File: src/rtl/bt_target_pipe.sv
// Branch-target unit for the EX stage: operand select, add, JALR clear,
// link and misalignment, followed by a 2-entry valid/ready skid buffer.

package bt_target_pipe_pkg;
  typedef enum logic [1:0] {
    OP_A_REG_A  = 2'd0,
    OP_A_CURRPC = 2'd1
  } op_a_sel_e;

  typedef enum logic [2:0] {
    IMM_B_I       = 3'd0,
    IMM_B_B       = 3'd1,
    IMM_B_J       = 3'd2,
    IMM_B_INCR_PC = 3'd3
  } imm_b_sel_e;
endpackage

module bt_target_pipe
  import bt_target_pipe_pkg::*;
#(
  parameter int unsigned XLEN  = 32,
  parameter bit          HAS_C = 1'b1,
  parameter int unsigned TAG_W = 4
) (
  input  logic              clk_i,
  input  logic              rst_i,
  input  logic              flush_i,
  input  logic              in_valid_i,
  output logic              in_ready_o,
  input  logic [1:0]        in_a_sel_i,
  input  logic [2:0]        in_b_sel_i,
  input  logic [XLEN-1:0]   in_rs1_i,
  input  logic [XLEN-1:0]   in_pc_i,
  input  logic [XLEN-1:0]   in_imm_i_i,
  input  logic [XLEN-1:0]   in_imm_b_i,
  input  logic [XLEN-1:0]   in_imm_j_i,
  input  logic              in_compressed_i,
  input  logic [TAG_W-1:0]  in_tag_i,
  output logic              out_valid_o,
  input  logic              out_ready_i,
  output logic [XLEN-1:0]   out_target_o,
  output logic [XLEN-1:0]   out_link_o,
  output logic              out_misaligned_o,
  output logic [TAG_W-1:0]  out_tag_o
);

  logic              sel_reg_a_c;
  logic              is_jalr_c;
  logic [XLEN-1:0]   incr_c;
  logic [XLEN-1:0]   op_a_c;
  logic [XLEN-1:0]   op_b_c;
  logic [XLEN-1:0]   sum_c;
  logic [XLEN-1:0]   target_c;
  logic [XLEN-1:0]   link_c;
  logic              mis_c;

  logic              accept_c;
  logic              drain_c;

  logic [XLEN-1:0]   main_target_q, main_target_n;
  logic [XLEN-1:0]   main_link_q,   main_link_n;
  logic              main_mis_q,    main_mis_n;
  logic [TAG_W-1:0]  main_tag_q,    main_tag_n;
  logic              main_valid_q,  main_valid_n;

  logic [XLEN-1:0]   skid_target_q, skid_target_n;
  logic [XLEN-1:0]   skid_link_q,   skid_link_n;
  logic              skid_mis_q,    skid_mis_n;
  logic [TAG_W-1:0]  skid_tag_q,    skid_tag_n;
  logic              skid_valid_q,  skid_valid_n;

  logic              ready_q,       ready_n;

  // Target datapath: operand selection, wrapping add, JALR clear and alignment.
  always_comb begin
    sel_reg_a_c = (in_a_sel_i == 2'(OP_A_REG_A));
    is_jalr_c   = sel_reg_a_c && (in_b_sel_i == 3'(IMM_B_I));
    incr_c      = (HAS_C && in_compressed_i) ? XLEN'(2) : XLEN'(4);
    op_a_c      = sel_reg_a_c ? in_rs1_i : in_pc_i;
    case (in_b_sel_i)
      3'(IMM_B_I): op_b_c = in_imm_i_i;
      3'(IMM_B_B): op_b_c = in_imm_b_i;
      3'(IMM_B_J): op_b_c = in_imm_j_i;
      default:     op_b_c = incr_c;
    endcase
    sum_c    = op_a_c + op_b_c;
    target_c = {sum_c[XLEN-1:1], sum_c[0] & ~is_jalr_c};
    link_c   = in_pc_i + incr_c;
    mis_c    = HAS_C ? target_c[0] : (target_c[1] | target_c[0]);
  end

  assign accept_c = in_valid_i && ready_q && !flush_i;
  assign drain_c  = main_valid_q && out_ready_i;

  // Skid-buffer next state; skid valid implies main valid, so a skid->main
  // move never coincides with an accept (ready is low while skid is full).
  always_comb begin
    main_target_n = main_target_q;
    main_link_n   = main_link_q;
    main_mis_n    = main_mis_q;
    main_tag_n    = main_tag_q;
    main_valid_n  = main_valid_q;
    skid_target_n = skid_target_q;
    skid_link_n   = skid_link_q;
    skid_mis_n    = skid_mis_q;
    skid_tag_n    = skid_tag_q;
    skid_valid_n  = skid_valid_q;

    if (flush_i) begin
      main_valid_n = 1'b0;
      skid_valid_n = 1'b0;
    end else if (drain_c && skid_valid_q) begin
      main_target_n = skid_target_q;
      main_link_n   = skid_link_q;
      main_mis_n    = skid_mis_q;
      main_tag_n    = skid_tag_q;
      main_valid_n  = 1'b1;
      skid_valid_n  = 1'b0;
    end else begin
      if (drain_c) begin
        main_valid_n = 1'b0;
      end
      if (accept_c) begin
        if (!main_valid_q || drain_c) begin
          main_target_n = target_c;
          main_link_n   = link_c;
          main_mis_n    = mis_c;
          main_tag_n    = in_tag_i;
          main_valid_n  = 1'b1;
        end else begin
          skid_target_n = target_c;
          skid_link_n   = link_c;
          skid_mis_n    = mis_c;
          skid_tag_n    = in_tag_i;
          skid_valid_n  = 1'b1;
        end
      end
    end

    ready_n = !skid_valid_n;
  end

  // Storage registers, all cleared by the asynchronous reset.
  always_ff @(posedge clk_i or posedge rst_i) begin
    if (rst_i) begin
      main_target_q <= '0;
      main_link_q   <= '0;
      main_mis_q    <= 1'b0;
      main_tag_q    <= '0;
      main_valid_q  <= 1'b0;
      skid_target_q <= '0;
      skid_link_q   <= '0;
      skid_mis_q    <= 1'b0;
      skid_tag_q    <= '0;
      skid_valid_q  <= 1'b0;
      ready_q       <= 1'b1;
    end else begin
      main_target_q <= main_target_n;
      main_link_q   <= main_link_n;
      main_mis_q    <= main_mis_n;
      main_tag_q    <= main_tag_n;
      main_valid_q  <= main_valid_n;
      skid_target_q <= skid_target_n;
      skid_link_q   <= skid_link_n;
      skid_mis_q    <= skid_mis_n;
      skid_tag_q    <= skid_tag_n;
      skid_valid_q  <= skid_valid_n;
      ready_q       <= ready_n;
    end
  end

  assign in_ready_o       = ready_q;
  assign out_valid_o      = main_valid_q;
  assign out_target_o     = main_target_q;
  assign out_link_o       = main_link_q;
  assign out_misaligned_o = main_mis_q;
  assign out_tag_o        = main_tag_q;

endmodule
File: config.mk
export PLATFORM = sky130hd
export DESIGN_NAME = bt_target_pipe
export DESIGN_NICKNAME = d
export VERILOG_FILES = /design/src/rtl/bt_target_pipe.sv
export SDC_FILE = /design/constraint.sdc
export NUM_CORES = 1
export LEC_CHECK = 0
export CAP_MARGIN = 0
export CORE_MARGIN = 2
export CORE_UTILIZATION = 40
export CTS_CLUSTER_SIZE = 8
export DETAILED_ROUTE_END_ITERATION = 10
export MAX_ROUTING_LAYER = met4
export PLACE_DENSITY = 0.68
export SYNTH_ARGS = -nofsm -noshare
export SYNTH_HDL_FRONTEND = slang
export SYNTH_SLANG_ARGS = --single-unit
File: constraint.sdc
create_clock -name clk_i -period 6.1 [get_ports clk_i]
set_clock_uncertainty 0.2 [all_clocks]
set_input_delay 0.61 -clock clk_i [delete_from_list [all_inputs] [get_ports clk_i]]
set_output_delay 0.61 -clock clk_i [all_outputs]
set_load 0.01 [all_outputs]
==> impl_metrics.xml <==
<?xml version="1.0" encoding="UTF-8"?>
<metrics>
  <group name="floorplan">
    <metric name="initial_core_util" unit="%">40.6</metric>
    <metric name="boundaryPins" unit="">246</metric>
    <metric name="rows" unit="">55</metric>
    <metric name="fp.coreArea" unit="µm²">22600</metric>
    <metric name="dieWidth" unit="µm">155</metric>
    <metric name="die_h" unit="µm">155</metric>
    <metric name="die-area" unit="µm²">24100</metric>
  </group>
  <group name="placement">
    <metric name="dpl.hpwl" unit="µm">22800</metric>
    <metric name="place.port_buffers" unit="">245</metric>
    <metric name="gpl.final_weighted_congestion" unit="">0.900</metric>
  </group>
  <group name="routing">
    <metric name="overall_via_count_from_detail_route" unit="">8874</metric>
    <metric name="routed_via_density" unit="">5.42</metric>
    <metric name="route.antenna.remaining_nets" unit="">0</metric>
    <metric name="drt_pass1_iterations" unit="">5</metric>
    <metric name="wire_per_inst" unit="µm">18.7</metric>
    <metric name="totalWireLength" unit="µm">30600</metric>
    <metric name="drc_errors_left" unit="">0</metric>
    <metric name="number_of_drc_markers_after_the_initial_detailed_route_iteration" unit="">529</metric>
  </group>
  <group name="worst_hold_path">
    <metric name="class_of_the_worst_hold_path" unit="">reg -&gt; reg</metric>
  </group>
  <group name="global_route">
    <metric name="global_route.usage.total" unit="%">26.1</metric>
    <metric name="grt_first_pass_wirelength" unit="µm">47100</metric>
    <metric name="antenna_violations_before_repair" unit="">1</metric>
    <metric name="global_route_total_overflow" unit="">0</metric>
    <metric name="grt_start_max_net_pins" unit="">102</metric>
    <metric name="first_global_vias" unit="">8522</metric>
  </group>
  <group name="outcome">
    <metric name="outcome" unit="">complete, no violations</metric>
  </group>
  <group name="worst_setup_path">
    <metric name="worst_ep_arrival_time" unit="ns">4.76</metric>
    <metric name="crit_slowest_cell" unit="">sky130_fd_sc_hd__a2111oi_2</metric>
    <metric name="worstSetupStartpointType" unit="">input port</metric>
    <metric name="timing.critical_path.to_type" unit="">flop</metric>
    <metric name="cell_by_cell_listing_of_the_critical_path" unit="">clkdlybuf4s50_1 -&gt; nor2_2 -&gt; buf_4 -&gt; mux2_2 -&gt; ha_1 -&gt; and4_1 -&gt; nand3_1 -&gt; a2111oi_2 -&gt; a2111oi_1 -&gt; a211o_1 -&gt; o31a_1 -&gt; or4_1 -&gt; nand3_1</metric>
    <metric name="cp_common_cell" unit="">sky130_fd_sc_hd__nand3_1</metric>
    <metric name="timing.critical_path.required" unit="ns">6.25</metric>
    <metric name="critical_path.max_fanout" unit="">34</metric>
    <metric name="worst-setup-path-type" unit="">in -&gt; reg</metric>
    <metric name="cpPeakStageDelay" unit="ns">0.51</metric>
  </group>
  <group name="clocking">
    <metric name="cts_buffers" unit="">17</metric>
    <metric name="post_cts_resized" unit="">0</metric>
    <metric name="cts_hold_buffers" unit="">0</metric>
    <metric name="clkSlewWorstSetupHoldPaths" unit="ns">0.06</metric>
    <metric name="clock-sinks" unit="">139</metric>
    <metric name="tritoncts_clock_tree" unit="">built</metric>
    <metric name="clock_tree.root_cell" unit="">sky130_fd_sc_hd__clkbuf_16</metric>
    <metric name="insertion_delay" unit="ns">0.42</metric>
    <metric name="postCtsSetupRepairBufs" unit="">0</metric>
    <metric name="ctsLongestPathBuffers" unit="">2</metric>
    <metric name="cts_htree_levels" unit="">4</metric>
  </group>
  <group name="sta">
    <metric name="timing.fmax" unit="GHz">0.217</metric>
    <metric name="tightest_slew" unit="ns">0.937</metric>
    <metric name="setup_violations" unit="">0</metric>
    <metric name="maxSlewViolCount" unit="">0</metric>
    <metric name="slew-limit-headroom" unit="%">37.5</metric>
    <metric name="post-route-min-period" unit="ns">4.61</metric>
    <metric name="setup_total_negative_slack" unit="ns">0</metric>
    <metric name="hold_slack" unit="ns">0.273</metric>
    <metric name="layout_worst_path_cycle_share" unit="%">75.6</metric>
    <metric name="grt_setup_unrepaired" unit="">no</metric>
    <metric name="hold_violations_final" unit="">0</metric>
  </group>
  <group name="cells_and_area">
    <metric name="layout-drive-gt1-share" unit="%">6.81</metric>
    <metric name="highest_count_cells_in_the_layout_ignoring_fill_and_taps" unit="">sky130_fd_sc_hd__clkdlybuf4s50_1, sky130_fd_sc_hd__nand2_1, sky130_fd_sc_hd__dfrtp_1</metric>
    <metric name="area.growth.synth_to_final" unit="%">35.2</metric>
    <metric name="layout.cells.most_common" unit="">sky130_fd_sc_hd__clkdlybuf4s50_1</metric>
    <metric name="fin_nets" unit="">1548</metric>
  </group>
  <group name="yosys">
    <metric name="syn_nets" unit="">1350</metric>
    <metric name="number_of_enable_flip_flop_cells_after_synthesis" unit="">0</metric>
    <metric name="yosys_warnings" unit="">0</metric>
    <metric name="syn-mean-instance-area" unit="µm²">8.03</metric>
    <metric name="synth_seq_area_share" unit="%">38.0</metric>
    <metric name="syn_area" unit="µm²">9160</metric>
    <metric name="synth_cell_types" unit="">57</metric>
    <metric name="post_synthesis_register_bit_count" unit="">139</metric>
    <metric name="async_flop_share" unit="%">100</metric>
    <metric name="synth_top_flop_cell" unit="">sky130_fd_sc_hd__dfrtp_1</metric>
    <metric name="syn_inst" unit="">1140</metric>
  </group>
  <group name="power">
    <metric name="p_leak" unit="nW">5.41</metric>
    <metric name="p_per_cell_area" unit="nW/µm²">273</metric>
    <metric name="ir_drop_worst_vdd" unit="V">0.000174</metric>
  </group>
  <group name="flow_run">
    <metric name="cap_viol_max_count" unit="">0</metric>
  </group>
</metrics>
metrics by stage:
step	power (mW)	util, %	area [µm²]	std cells	setup WS [ns]
after floorplan	1.82	-	9160	1140	1.57
after global placement	2.31	52.2	11800	1604	1.22
after detailed placement	2.33	52.2	11800	1604	1.14
after CTS	3.41	54.8	12400	1636	1.56
after global routing	3.58	54.8	12400	1637	1.26
final	3.38	54.8	12400	1637	1.49
critical path: cells and delay by family:
family | cells | cell delay [ns]
muxes | 1 | 0.39
AOI/OAI and AO/OA | 4 | 1.48
and+or+nand+nor | 5 | 1.00
adders and majority gates | 1 | 0.46
buffers and inverters | 2 | 0.81
final timing paths:
kind	startpoint	endpoint	slack (ns)	cells past startpoint
min	skid_link_q[31]	skid_link_q[31]	0.27	2
min reg2reg	skid_link_q[31]	skid_link_q[31]	0.27	2
min in group asynchronous	rst_i	skid_link_q[30]	0.48	2
max in group asynchronous	rst_i	skid_target_q[28]	3.89	3
max	in_a_sel_i[1]	out_target_o[25]	1.49	13
max reg2reg	out_valid_o	out_link_o[14]	3.53	5
synthesized netlist by cell type (all sizes together) (3+ instances only):
| cell type | number | area, µm² |
|---|---|---|
| nand2b | 3 | 18.8 |
| nor4 | 3 | 18.8 |
| nor2 | 132 | 495 |
| nand3 | 30 | 150 |
| xnor2 | 28 | 245 |
| o21a | 5 | 37.5 |
| and2 | 3 | 18.8 |
| xor2 | 30 | 263 |
| a2111oi | 3 | 33.8 |
| ha | 33 | 413 |
| o211ai | 3 | 22.5 |
| inv | 13 | 48.8 |
| nor2b | 4 | 25.0 |
| a211oi | 8 | 60.1 |
| and3 | 22 | 138 |
| buf | 13 | 68.8 |
| mux2 | 33 | 372 |
| dfrtp | 138 | 3450 |
| a211o | 3 | 26.3 |
| nand2 | 219 | 822 |
| and4 | 6 | 52.6 |
| o21ai | 111 | 556 |
| mux2i | 38 | 380 |
| a21oi | 103 | 515 |
| nor3 | 11 | 55.1 |
| nand4 | 14 | 87.6 |
| a21o | 8 | 60.1 |
| clkbuf | 65 | 244 |
| o21bai | 4 | 30.0 |
| a31oi | 26 | 163 |
layout make-up:
class                           instances  area [µm²]
Tap cell                              285         357
Inverter                               13        53.8
Antenna cell                            1        2.50
Multi-Input combinational cell        910        5340
Clock inverter                         13         168
Clock buffer                           19         433
Timing Repair Buffer                  257        2540
Sequential cell                       139        3480
Fill cell                            2117       10200
cells by family (layout without fill, tap and decap cells):
kind of cell	Yosys count	after routing	synth area share, %
and+or+nand+nor	456	456	21.3
AOI/OAI and AO/OA	290	290	18.0
xor gates and xnor gates	58	58	5.55
muxes	71	71	8.21
other	0	1	0
adders and majority gates	35	35	4.95
DFF	139	139	38.0
buffers and inverters	91	302	3.95
per-layer routing:
layer,GRT usage (%),vias up,wire length [µm]
met4,9.13,0,782
met5,-,-,0
met2,44.7,291,15500
met3,3.93,35,1600
li1,-,4365,-
met1,31.6,4183,12700
report_power, final:
group | total, mW | internal (mW) | leakage (nW) | switching (mW)
sequential | 1.27 | 1.15 | 1.71 | 0.121
combinational | 1.04 | 0.522 | 3.41 | 0.521
clock | 1.07 | 0.647 | 0.288 | 0.426
registers in the layout, indices dropped and copies added, names as in the netlist:
register / count
in_ready_o: 1
out_link_o: 32
out_tag_o: 4
out_target_o: 32
out_valid_o: 1
skid_link_q: 32
skid_tag_q: 4
skid_target_q: 32
skid_valid_q: 1
(Power assumes the default switching activity.)
